===== config.mk =====
export PLATFORM = sky130hd
export DESIGN_NAME = alu_accumulator
export DESIGN_NICKNAME = d
export VERILOG_FILES = /design/src/rtl/alu_accum_pkg.sv /design/src/rtl/alu_accumulator_seg7_decoder.sv /design/src/rtl/alu_accumulator.sv
export SDC_FILE = /design/constraint.sdc
export NUM_CORES = 1
export LEC_CHECK = 0
export BUFFER_PORTS_ARGS = -buffer_cell sky130_fd_sc_hd__buf_2
export CAP_MARGIN = 10
export CORE_ASPECT_RATIO = 1.4
export CORE_MARGIN = 1.5
export CORE_UTILIZATION = 45
export CTS_CLUSTER_DIAMETER = 60
export DETAILED_ROUTE_END_ITERATION = 8
export GPL_ROUTABILITY_DRIVEN = 1
export MAX_ROUTING_LAYER = met4
export SYNTH_ARGS = -nofsm -noshare
export SYNTH_HDL_FRONTEND = slang
export SYNTH_SLANG_ARGS = --single-unit

===== constraint.sdc =====
create_clock -name clk -period 7 [get_ports clk]
set_input_delay 0.7 -clock clk [delete_from_list [all_inputs] [get_ports clk]]
set_output_delay 0.7 -clock clk [all_outputs]
set_load 0.02 [all_outputs]

===== src/rtl/alu_accum_pkg.sv =====
// Shared constants for the accumulator stage: opcodes, FSM states, widths.
package alu_accum_pkg;

    localparam int A_W   = 4;
    localparam int ACC_W = 8;

    typedef enum logic [2:0] {
        OP_ADD5    = 3'b000,
        OP_ADD     = 3'b001,
        OP_XOR_OR  = 3'b010,
        OP_ANY     = 3'b011,
        OP_ALL     = 3'b100,
        OP_INV_CAT = 3'b101,
        OP_SHL     = 3'b110,
        OP_MUL     = 3'b111
    } op_e;

    typedef enum logic {
        ST_IDLE = 1'b0,
        ST_MUL  = 1'b1
    } state_e;

endpackage


===== src/rtl/alu_accumulator_seg7_decoder.sv =====
// Hex nibble to active-low seven-segment glyph, bit order {g,f,e,d,c,b,a}.
module seg7_decoder (
    input  logic [3:0] nibble,
    output logic [6:0] seg_n
);

    // Standard 0-F glyphs, lower-case b and d so they differ from 8 and 0.
    always_comb begin
        case (nibble)
            4'h0:    seg_n = 7'b1000000;
            4'h1:    seg_n = 7'b1111001;
            4'h2:    seg_n = 7'b0100100;
            4'h3:    seg_n = 7'b0110000;
            4'h4:    seg_n = 7'b0011001;
            4'h5:    seg_n = 7'b0010010;
            4'h6:    seg_n = 7'b0000010;
            4'h7:    seg_n = 7'b1111000;
            4'h8:    seg_n = 7'b0000000;
            4'h9:    seg_n = 7'b0010000;
            4'hA:    seg_n = 7'b0001000;
            4'hB:    seg_n = 7'b0000011;
            4'hC:    seg_n = 7'b1000110;
            4'hD:    seg_n = 7'b0100001;
            4'hE:    seg_n = 7'b0000110;
            default: seg_n = 7'b0001110;
        endcase
    end

endmodule


===== src/rtl/alu_accumulator.sv =====
// Registered accumulator around the 4-bit ALU op set. Operand B is always
// acc[3:0], so results chain. Op 111 runs a 4-cycle shift-add multiply.
//
//   state   | meaning
//   --------+------------------------------------------------------------
//   ST_IDLE | in_ready=1; single-cycle ops complete on the accept edge
//   ST_MUL  | busy=1; one shift-add iteration per cycle, cnt 0..3
//
module alu_accumulator
    import alu_accum_pkg::*;
(
    input  logic                 clk,
    input  logic                 reset,
    input  logic                 in_valid,
    output logic                 in_ready,
    input  logic [2:0]           op,
    input  logic [A_W-1:0]       a,
    input  logic                 clear,
    output logic [ACC_W-1:0]     acc,
    output logic                 out_valid,
    output logic                 busy,
    output logic [6:0]           hex_lo,
    output logic [6:0]           hex_hi
);

    state_e             state_q, state_d;
    logic [ACC_W-1:0]   acc_q, acc_d;
    logic               out_valid_q, out_valid_d;
    logic               busy_q, busy_d;
    logic               in_ready_q, in_ready_d;
    logic [A_W-1:0]     mcand_q, mcand_d;
    logic [A_W-1:0]     mplier_q, mplier_d;
    logic [ACC_W-1:0]   prod_q, prod_d;
    logic [1:0]         cnt_q, cnt_d;

    logic [A_W-1:0]     opb;
    logic [A_W:0]       sum5;
    logic [ACC_W-1:0]   op_res;
    logic [ACC_W-1:0]   mul_add;
    logic [ACC_W-1:0]   prod_next;

    assign opb  = acc_q[A_W-1:0];
    assign sum5 = {1'b0, a} + {1'b0, opb};

    // Single-cycle op mux; B is the accumulator low nibble at accept time.
    always_comb begin
        op_res = '0;
        case (op_e'(op))
            OP_ADD5:    op_res = {3'b000, sum5};
            OP_ADD:     op_res = {3'b000, sum5};
            OP_XOR_OR:  op_res = {a ^ opb, a | opb};
            OP_ANY:     op_res = (|{a, opb}) ? 8'h81 : 8'h00;
            OP_ALL:     op_res = (&{a, opb}) ? 8'h7E : 8'h00;
            OP_INV_CAT: op_res = {~a, opb};
            OP_SHL:     op_res = a[3] ? 8'h00 : ({4'b0000, opb} << a[2:0]);
            default:    op_res = '0;
        endcase
    end

    // One shift-add step: add multiplicand << cnt when multiplier bit cnt is set.
    always_comb begin
        mul_add   = mplier_q[cnt_q] ? ({4'b0000, mcand_q} << cnt_q) : 8'h00;
        prod_next = prod_q + mul_add;
    end

    // Next-state logic; clear has priority over any operation in both states.
    always_comb begin
        state_d     = state_q;
        acc_d       = acc_q;
        out_valid_d = 1'b0;
        mcand_d     = mcand_q;
        mplier_d    = mplier_q;
        prod_d      = prod_q;
        cnt_d       = cnt_q;
        case (state_q)
            ST_IDLE: begin
                if (clear) begin
                    acc_d = '0;
                end else if (in_valid && in_ready_q) begin
                    if (op_e'(op) == OP_MUL) begin
                        mcand_d  = a;
                        mplier_d = opb;
                        prod_d   = '0;
                        cnt_d    = 2'd0;
                        state_d  = ST_MUL;
                    end else begin
                        acc_d       = op_res;
                        out_valid_d = 1'b1;
                    end
                end
            end
            ST_MUL: begin
                if (clear) begin
                    acc_d   = '0;
                    state_d = ST_IDLE;
                end else begin
                    prod_d = prod_next;
                    cnt_d  = cnt_q + 2'd1;
                    if (cnt_q == 2'd3) begin
                        acc_d       = prod_next;
                        out_valid_d = 1'b1;
                        state_d     = ST_IDLE;
                    end
                end
            end
            default: state_d = ST_IDLE;
        endcase
        // Handshake flags are registered from the next state so they line up
        // with the state they describe.
        in_ready_d = (state_d == ST_IDLE);
        busy_d     = (state_d == ST_MUL);
    end

    // State and output registers with synchronous reset.
    always_ff @(posedge clk) begin
        if (reset) begin
            state_q     <= ST_IDLE;
            acc_q       <= '0;
            out_valid_q <= 1'b0;
            busy_q      <= 1'b0;
            in_ready_q  <= 1'b1;
            mcand_q     <= '0;
            mplier_q    <= '0;
            prod_q      <= '0;
            cnt_q       <= 2'd0;
        end else begin
            state_q     <= state_d;
            acc_q       <= acc_d;
            out_valid_q <= out_valid_d;
            busy_q      <= busy_d;
            in_ready_q  <= in_ready_d;
            mcand_q     <= mcand_d;
            mplier_q    <= mplier_d;
            prod_q      <= prod_d;
            cnt_q       <= cnt_d;
        end
    end

    assign acc       = acc_q;
    assign out_valid = out_valid_q;
    assign busy      = busy_q;
    assign in_ready  = in_ready_q;

    seg7_decoder u_hex_lo (.nibble(acc_q[3:0]), .seg_n(hex_lo));
    seg7_decoder u_hex_hi (.nibble(acc_q[7:4]), .seg_n(hex_hi));

endmodule

# Word-level counts from Yosys, hierarchy flattened
# Memory sizes are Yosys's and may differ from the RTL's. A register that Yosys moved wholly into a read port is not among the register bits.
# Index checks and enable logic that the tools add are counted.
classes:
  addsub: 3
  order_cmp: 1
  n_eq_ne: 16
  n_shift: 2
  muxes: 39
  bitwise_logic: 6
  reduce_logical: 9
op_table:
  columns: ["op", "count"]
  rows:
  - ["2-to-1 mux 8 bit", 12]
  - ["case mux 8 bit (6 select lines)", 1]
  - ["case mux 8 bit (2 select lines)", 2]
  - ["2-to-1 mux 4 bit", 4]
  - ["equality test 3 bit, second input constant", 4]
  - ["AND reduction 4 bit", 3]
  - ["2-to-1 mux 1 bit", 11]
  - ["inequality test 3 bit, second input constant", 3]
  - ["adder 8 bit", 1]
  - ["2-to-1 mux 2 bit", 4]
  - ["inequality test 2 bit, second input constant", 4]
  - ["AND reduction 8 bit", 1]
  - ["OR reduction 8 bit", 1]
  - ["left shift 4 x 2 -> 8 bit", 1]
  - ["left shift 4 x 3 -> 8 bit", 1]
  - ["2-to-1 mux 7 bit", 1]
  - ["equality test 3 x 2 -> 1 bit, second input constant", 2]
  - ["adder 4 x 4 -> 5 bit", 1]
  - ["NOT 4 bit", 1]
  - ["bitwise OR 4 bit", 1]
  - ["case mux 1 bit (2 select lines)", 2]
  - ["case mux 2 bit (2 select lines)", 1]
  - ["bitwise XOR 4 bit", 1]
  - ["equality test 3 x 1 -> 1 bit, second input constant", 1]
  - ["10 further kinds", 12]
totals:
  register_bits: 29
  rom_bits: 224
  in_bits: 11
  elab_cells: 87
  n_memories: 2
memory_table:
  columns: ["name", "words", "word_bits", "read_ports", "rd_clocked_by_memory_dff", "write_ports", "line", "source"]
  rows:
  - ["(no name shown)", 16, 7, 1, 1, 0, "alu_accumulator_seg7_decoder.sv:9", "case (nibble)"]
  - ["(no name shown)", 16, 7, 1, 1, 0, "alu_accumulator_seg7_decoder.sv:9", null]

# Depth between registers and ports, before layout
logic_depth:
  word_depth: 9
  ltp_mapped: 15
  depth_no_buf: 15

# Hierarchy
# From an unflattened synthesis, not the netlist that was laid out.
unflattened:
  hier_cells: 347
  hier_area_um2: 2949.1
by_module_without_submodules:
  columns: ["mod", "n_inst", "cells_per_inst", "area_each_um2", "seq_area_each_um2"]
  rows:
  - ["alu_accumulator", 1, 283, 2398.6, 580.6]
  - ["seg7_decoder", 2, 32, 275.3, 0.0]

# Worst setup path after synthesis
# OpenSTA, ideal clock, no wires.
synth_timing:
  kind: "flip-flop to flip-flop"
  start: "reg cnt_q[1]"
  end: "reg u_hex_hi.seg_n[0] (netlist name)"
  setup_time_ns: 0.126
  t_arrival_ns: 3.086
  setup_slack_ns: 3.788
  stages_incl_launch_ff: 13
  cell_sequence: "dfxtp_1 -> clkbuf_1 -> mux4_2 -> o211a_1 -> ha_1 -> o21ai_1 -> or4b_1 -> a31oi_1 -> o31a_1 -> inv_1 -> ha_1 -> nor3b_1 -> a211oi_2"
synth_via:
  elab_chain_len: 9
synth_lines:
  columns: ["item", "line", "source"]
  rows:
  - ["start, declared", "alu_accumulator.sv:34", "logic [1:0] cnt_q, cnt_d;"]
  - ["start signal, assigned", "alu_accumulator.sv:135", "cnt_q <= cnt_d;"]
  - ["binary-select mux 1 bit (select 2 bit)", "alu_accumulator.sv:62", "mul_add = mplier_q[cnt_q] ? ({4'b0000, mcand_q} << cnt_q) : 8'h00;"]
  - ["2-to-1 mux 1 bit (not written as such)", "alu_accumulator.sv:62", null]
  - ["2-to-1 mux 8 bit", "alu_accumulator.sv:62", null]
  - ["adder 8 bit", "alu_accumulator.sv:63", "prod_next = prod_q + mul_add;"]
  - ["2-to-1 mux 8 bit", "alu_accumulator.sv:99", "if (cnt_q == 2'd3) begin"]
  - ["2-to-1 mux 8 bit", "alu_accumulator.sv:93", "if (clear) begin"]
  - ["case mux 8 bit (2 select lines)", "alu_accumulator.sv:75", "case (state_q)"]
  - ["2-to-1 mux 4 bit (no source line) (*) (2 in a row)", null, null]
# Mark *: on every way between the ends. The rest lies on a longest branch, timed or not. The select of a mux whose other input is x is not followed.
# A chain may end at the register's enable or synchronous reset.

# Final worst setup path
layout_timing:
  start: "reg cnt_q[0]"
  end: "reg u_hex_hi.seg_n[5] (netlist name)"
layout_via:
  elab_chain_len: 9
layout_lines:
  columns: ["item", "line"]
  rows:
  - ["binary-select mux 1 bit (select 2 bit)", "alu_accumulator.sv:62"]
  - ["2-to-1 mux 1 bit (not written as such)", "alu_accumulator.sv:62"]
  - ["2-to-1 mux 8 bit", "alu_accumulator.sv:62"]
  - ["adder 8 bit", "alu_accumulator.sv:63"]
  - ["2-to-1 mux 8 bit", "alu_accumulator.sv:99"]
  - ["2-to-1 mux 8 bit", "alu_accumulator.sv:93"]
  - ["case mux 8 bit (2 select lines)", "alu_accumulator.sv:75"]
  - ["2-to-1 mux 4 bit (no source line) (*) (2 in a row)", null]
# Marks and branches as above.

==> results.sh <==
export IMPL_avgRoutedWirePerCell_um=16.74
export IMPL_skew_ns=0.01129
export IMPL_r2r_start="cnt_q[0]"
export IMPL_r2r_slack_ns=3.07
export IMPL_hold_class="reg2reg"
export IMPL_final_layout_size_suffix_gt1_share_pct=18.75
export IMPL_clock_sinks=43
export IMPL_setup_tns_ns=0
export IMPL_wl_met2_um=4214
export IMPL_yosysWarnings=0
export IMPL_syn_nets=416
export IMPL_start_kind="flop"
export IMPL_p_clk_share_pct=30.3
export IMPL_vias=2881
export IMPL_cp_end_kind="flop"
export IMPL_min_period_ns=3.935
export IMPL_p_leak_nw=1.541
export IMPL_m1WireLength_um=3475
export IMPL_routed_wirelength_um=8286
export IMPL_n_antenna_cell=0
export IMPL_holdPathEnd="prod_q[4]"
export IMPL_synth_area_mm2=0.003287
export IMPL_cp_data_required_time_ns=7.20
export IMPL_register_area_um2=860.8
export IMPL_finalNetCount=441
export IMPL_slew_viol_final=0
export IMPL_yosys_register_bits=43
export IMPL_port_buffers=35
export IMPL_cts_tree="yes"
export IMPL_dp_hpwl_um=6281
export IMPL_internal_power_w=0.0003599
export IMPL_cts_setup_buffers=0
export IMPL_max_clock_freq_mhz=254.1
export IMPL_clk_insertion_delay_late_ns=0.31
export IMPL_synth_cell_types=80
export IMPL_path_clk_slew_ns=0.08
export IMPL_ant_nets=0
export IMPL_r2r_end="u_hex_hi.seg_n[5]"
export IMPL_drc=0
export IMPL_synth_edf_count=0
export IMPL_powerDensity_mw_per_mm2=144.8
export IMPL_r2r_cells=10
export IMPL_vias_per_cell=5.820
export IMPL_worst_slew_pin_slew_ns=1.183
export IMPL_io_pins=36
export IMPL_drv_cap=0
export IMPL_cts_htree_levels=2
export IMPL_syn_inst=374
export IMPL_fin_crit_sh_pct=56.21
export IMPL_finalSetupViolCount=0
export IMPL_rows=36
export IMPL_drt_iter0_drc=112
export IMPL_area_growth_pct=7.994
export IMPL_cts_max_path_buffers=2
export IMPL_slew_headroom_pct=20.46
export IMPL_postCtsResizedCells=0
export IMPL_hold_viol=0
export IMPL_pwr_share_seq_pct=50.5
export IMPL_core_area_mm2=0.007027
export IMPL_die_area_mm2=0.007833
export IMPL_detail_route_first_pass_iterations=4
export IMPL_crit_fanout=13
export IMPL_total_power_w=0.0005139
export IMPL_cts_buffers=5
export IMPL_vdd_drop_max_mv=0.1030
export IMPL_die_w_um=75.23
export IMPL_synthArstFlopShare_pct=0
export IMPL_clockRootBuffer="clkbuf_8"
export IMPL_start_util_pct=46.78
export IMPL_grt_pass1_wl_um=13560
export IMPL_cts_hold_buf=0
export IMPL_hold_start="prod_q[4]"
export IMPL_fillers=741
export IMPL_worst_setup_path_type="reg2reg"
export IMPL_status="complete, no violations"
export IMPL_swShare_pct=29.97
export IMPL_postSynthAreaPerCell_um2=8.789
export IMPL_overflow=0
export IMPL_die_h_um=104.1
export IMPL_worst_hold_path_num_cells=2
export IMPL_cp_arrival_ns=4.13
export IMPL_rsz0062_at_grt="false"
export IMPL_gp_congestion=0.9495
export IMPL_track_usage_pct=23.00
export IMPL_synth_ff_type="dfxtp_1"
export IMPL_grt_start_max_net_pins=27
export IMPL_comb_power_share_pct=19.2
export IMPL_grt_pass1_vias=2708
export IMPL_multiInputGateArea_mm2=0.002205
export IMPL_route_met3_wl_um=410
export IMPL_routed_top_layer="met4"
export IMPL_synth_seq_area_share_pct=26.19
export IMPL_antenna_found_initial=0
export IMPL_netSwitchingPower_w=0.0001540
## through the flow
step	hold slack, ns	utilization [%]	setup WS [ns]	cell area [um2]	cells
2_1_floorplan	0.4362	-	3.788	3287	374
3_3_place_gp	0.4562	49.36	3.217	3468	487
3_5_place_dp	0.4658	49.36	3.153	3468	487
4_1_cts	0.4788	50.52	3.106	3550	495
5_1_grt	0.4982	50.52	2.809	3550	495
6_report	0.4823	50.52	3.065	3550	495
## state kept, by name (all words and copies together), names as in the netlist
| signal | count |
|---|---|
| out_valid | 1 |
| mcand_q | 4 |
| busy | 1 |
| cnt_q | 2 |
| prod_q | 8 |
| acc | 8 |
| in_ready | 1 |
| u_hex_hi.seg_n | 7 |
| mplier_q | 4 |
| u_hex_lo.seg_n | 7 |
## metal layers
layer | GRT usage (%) | up-vias
li1 | - | 1416
met1 | 27.48 | 1362
met2 | 38.12 | 89
met3 | 3.101 | 14
met4 | 9.184 | 0
met5 | - | -
## logic make-up after synthesis
logic type | Yosys count | share of synthesized area [%]
simple gates | 126 | 20.82
compound gates | 94 | 21.70
buf+inv | 44 | 6.737
flops | 43 | 26.19
mux | 32 | 11.23
fa+ha+maj | 31 | 12.26
xor+xnor | 4 | 1.066
## layout by cell type, fill, tap and decap left out, drive strengths merged, types with 4 or more instances in the layout
cell type and count:
nor2 45, dfxtp 43, buf 37, ha 29, inv 25, mux2i 23, nand2 21, o21ai 18
a21oi 14, nand3 10, and2 9, nand2b 8, a21o 8, o211ai 7, clkbuf 7, nor3 6
o22ai 6, mux2 6, nor3b 6, a211oi 6, a22oi 5, a31oi 4, and3 4
## worst max-delay path by stage
stage	startpoint	to	slack [ns]
floorplan	cnt_q[1]	u_hex_hi.seg_n[0]	3.79
global placement	cnt_q[0]	u_hex_hi.seg_n[5]	3.22
detailed placement	cnt_q[0]	u_hex_hi.seg_n[5]	3.15
CTS	cnt_q[0]	u_hex_hi.seg_n[5]	3.11
global route	cnt_q[0]	u_hex_hi.seg_n[5]	2.81
finish	cnt_q[0]	u_hex_hi.seg_n[5]	3.07
## power by group through the flow
| stage | Combinational [W] | Sequential [W] | Clock (W) |
|---|---|---|---|
| 2_1_floorplan | 0.0000663 | 0.000272 | 0 |
| 5_1_grt | 0.000108 | 0.000260 | 0.000170 |
| 6_report | 0.0000989 | 0.000259 | 0.000156 |
| 3_5_place_dp | 0.0000982 | 0.000265 | 0 |
| 3_3_place_gp | 0.0000979 | 0.000265 | 0 |
| 4_1_cts | 0.0000986 | 0.000259 | 0.000163 |
## layout make-up
class	instances	share of cell area (%)
Multi-Input combinational cell	287	62.11
Sequential cell	43	24.25
Timing Repair Buffer	37	5.358
Tap cell	95	3.349
Inverter	25	2.644
Clock buffer	7	2.150
Clock inverter	1	0.1410
## cell usage after synthesis (all sizes together) (3+ instances only)
cell	n	area, um2
xor2	3	26.28
inv	25	93.84
mux4	3	67.56
o31a	3	26.28
a22oi	5	37.54
o21ai	18	105.1
and2	9	58.81
ha	29	362.9
o31ai	3	22.52
a21oi	14	81.33
mux2	6	71.31
o22ai	6	37.54
nand2	21	78.83
nand3	10	55.05
and3	4	31.28
nor2	45	168.9
a31oi	4	40.04
o221ai	3	32.53
nor3b	6	50.05
mux2i	23	230.2
dfxtp	43	860.8
o211ai	7	57.55
buf	11	96.33
nand2b	8	57.55
a21o	8	61.31
clkbuf	8	31.28
nor3	6	30.03
a211oi	6	55.05
## worst max-delay path, cell delays in order (launching register included)
cell and delay [ns]:
dfxtp_1 0.57, mux4_2 0.59, o211a_1 0.13, ha_1 0.34, o21ai_1 0.30, nor3b_2 0.08
o22ai_1 0.24, xor2_1 0.13, o31ai_1 0.95, inv_1 0.23, a22o_1 0.26
Power figures use the tool's default switching activity.
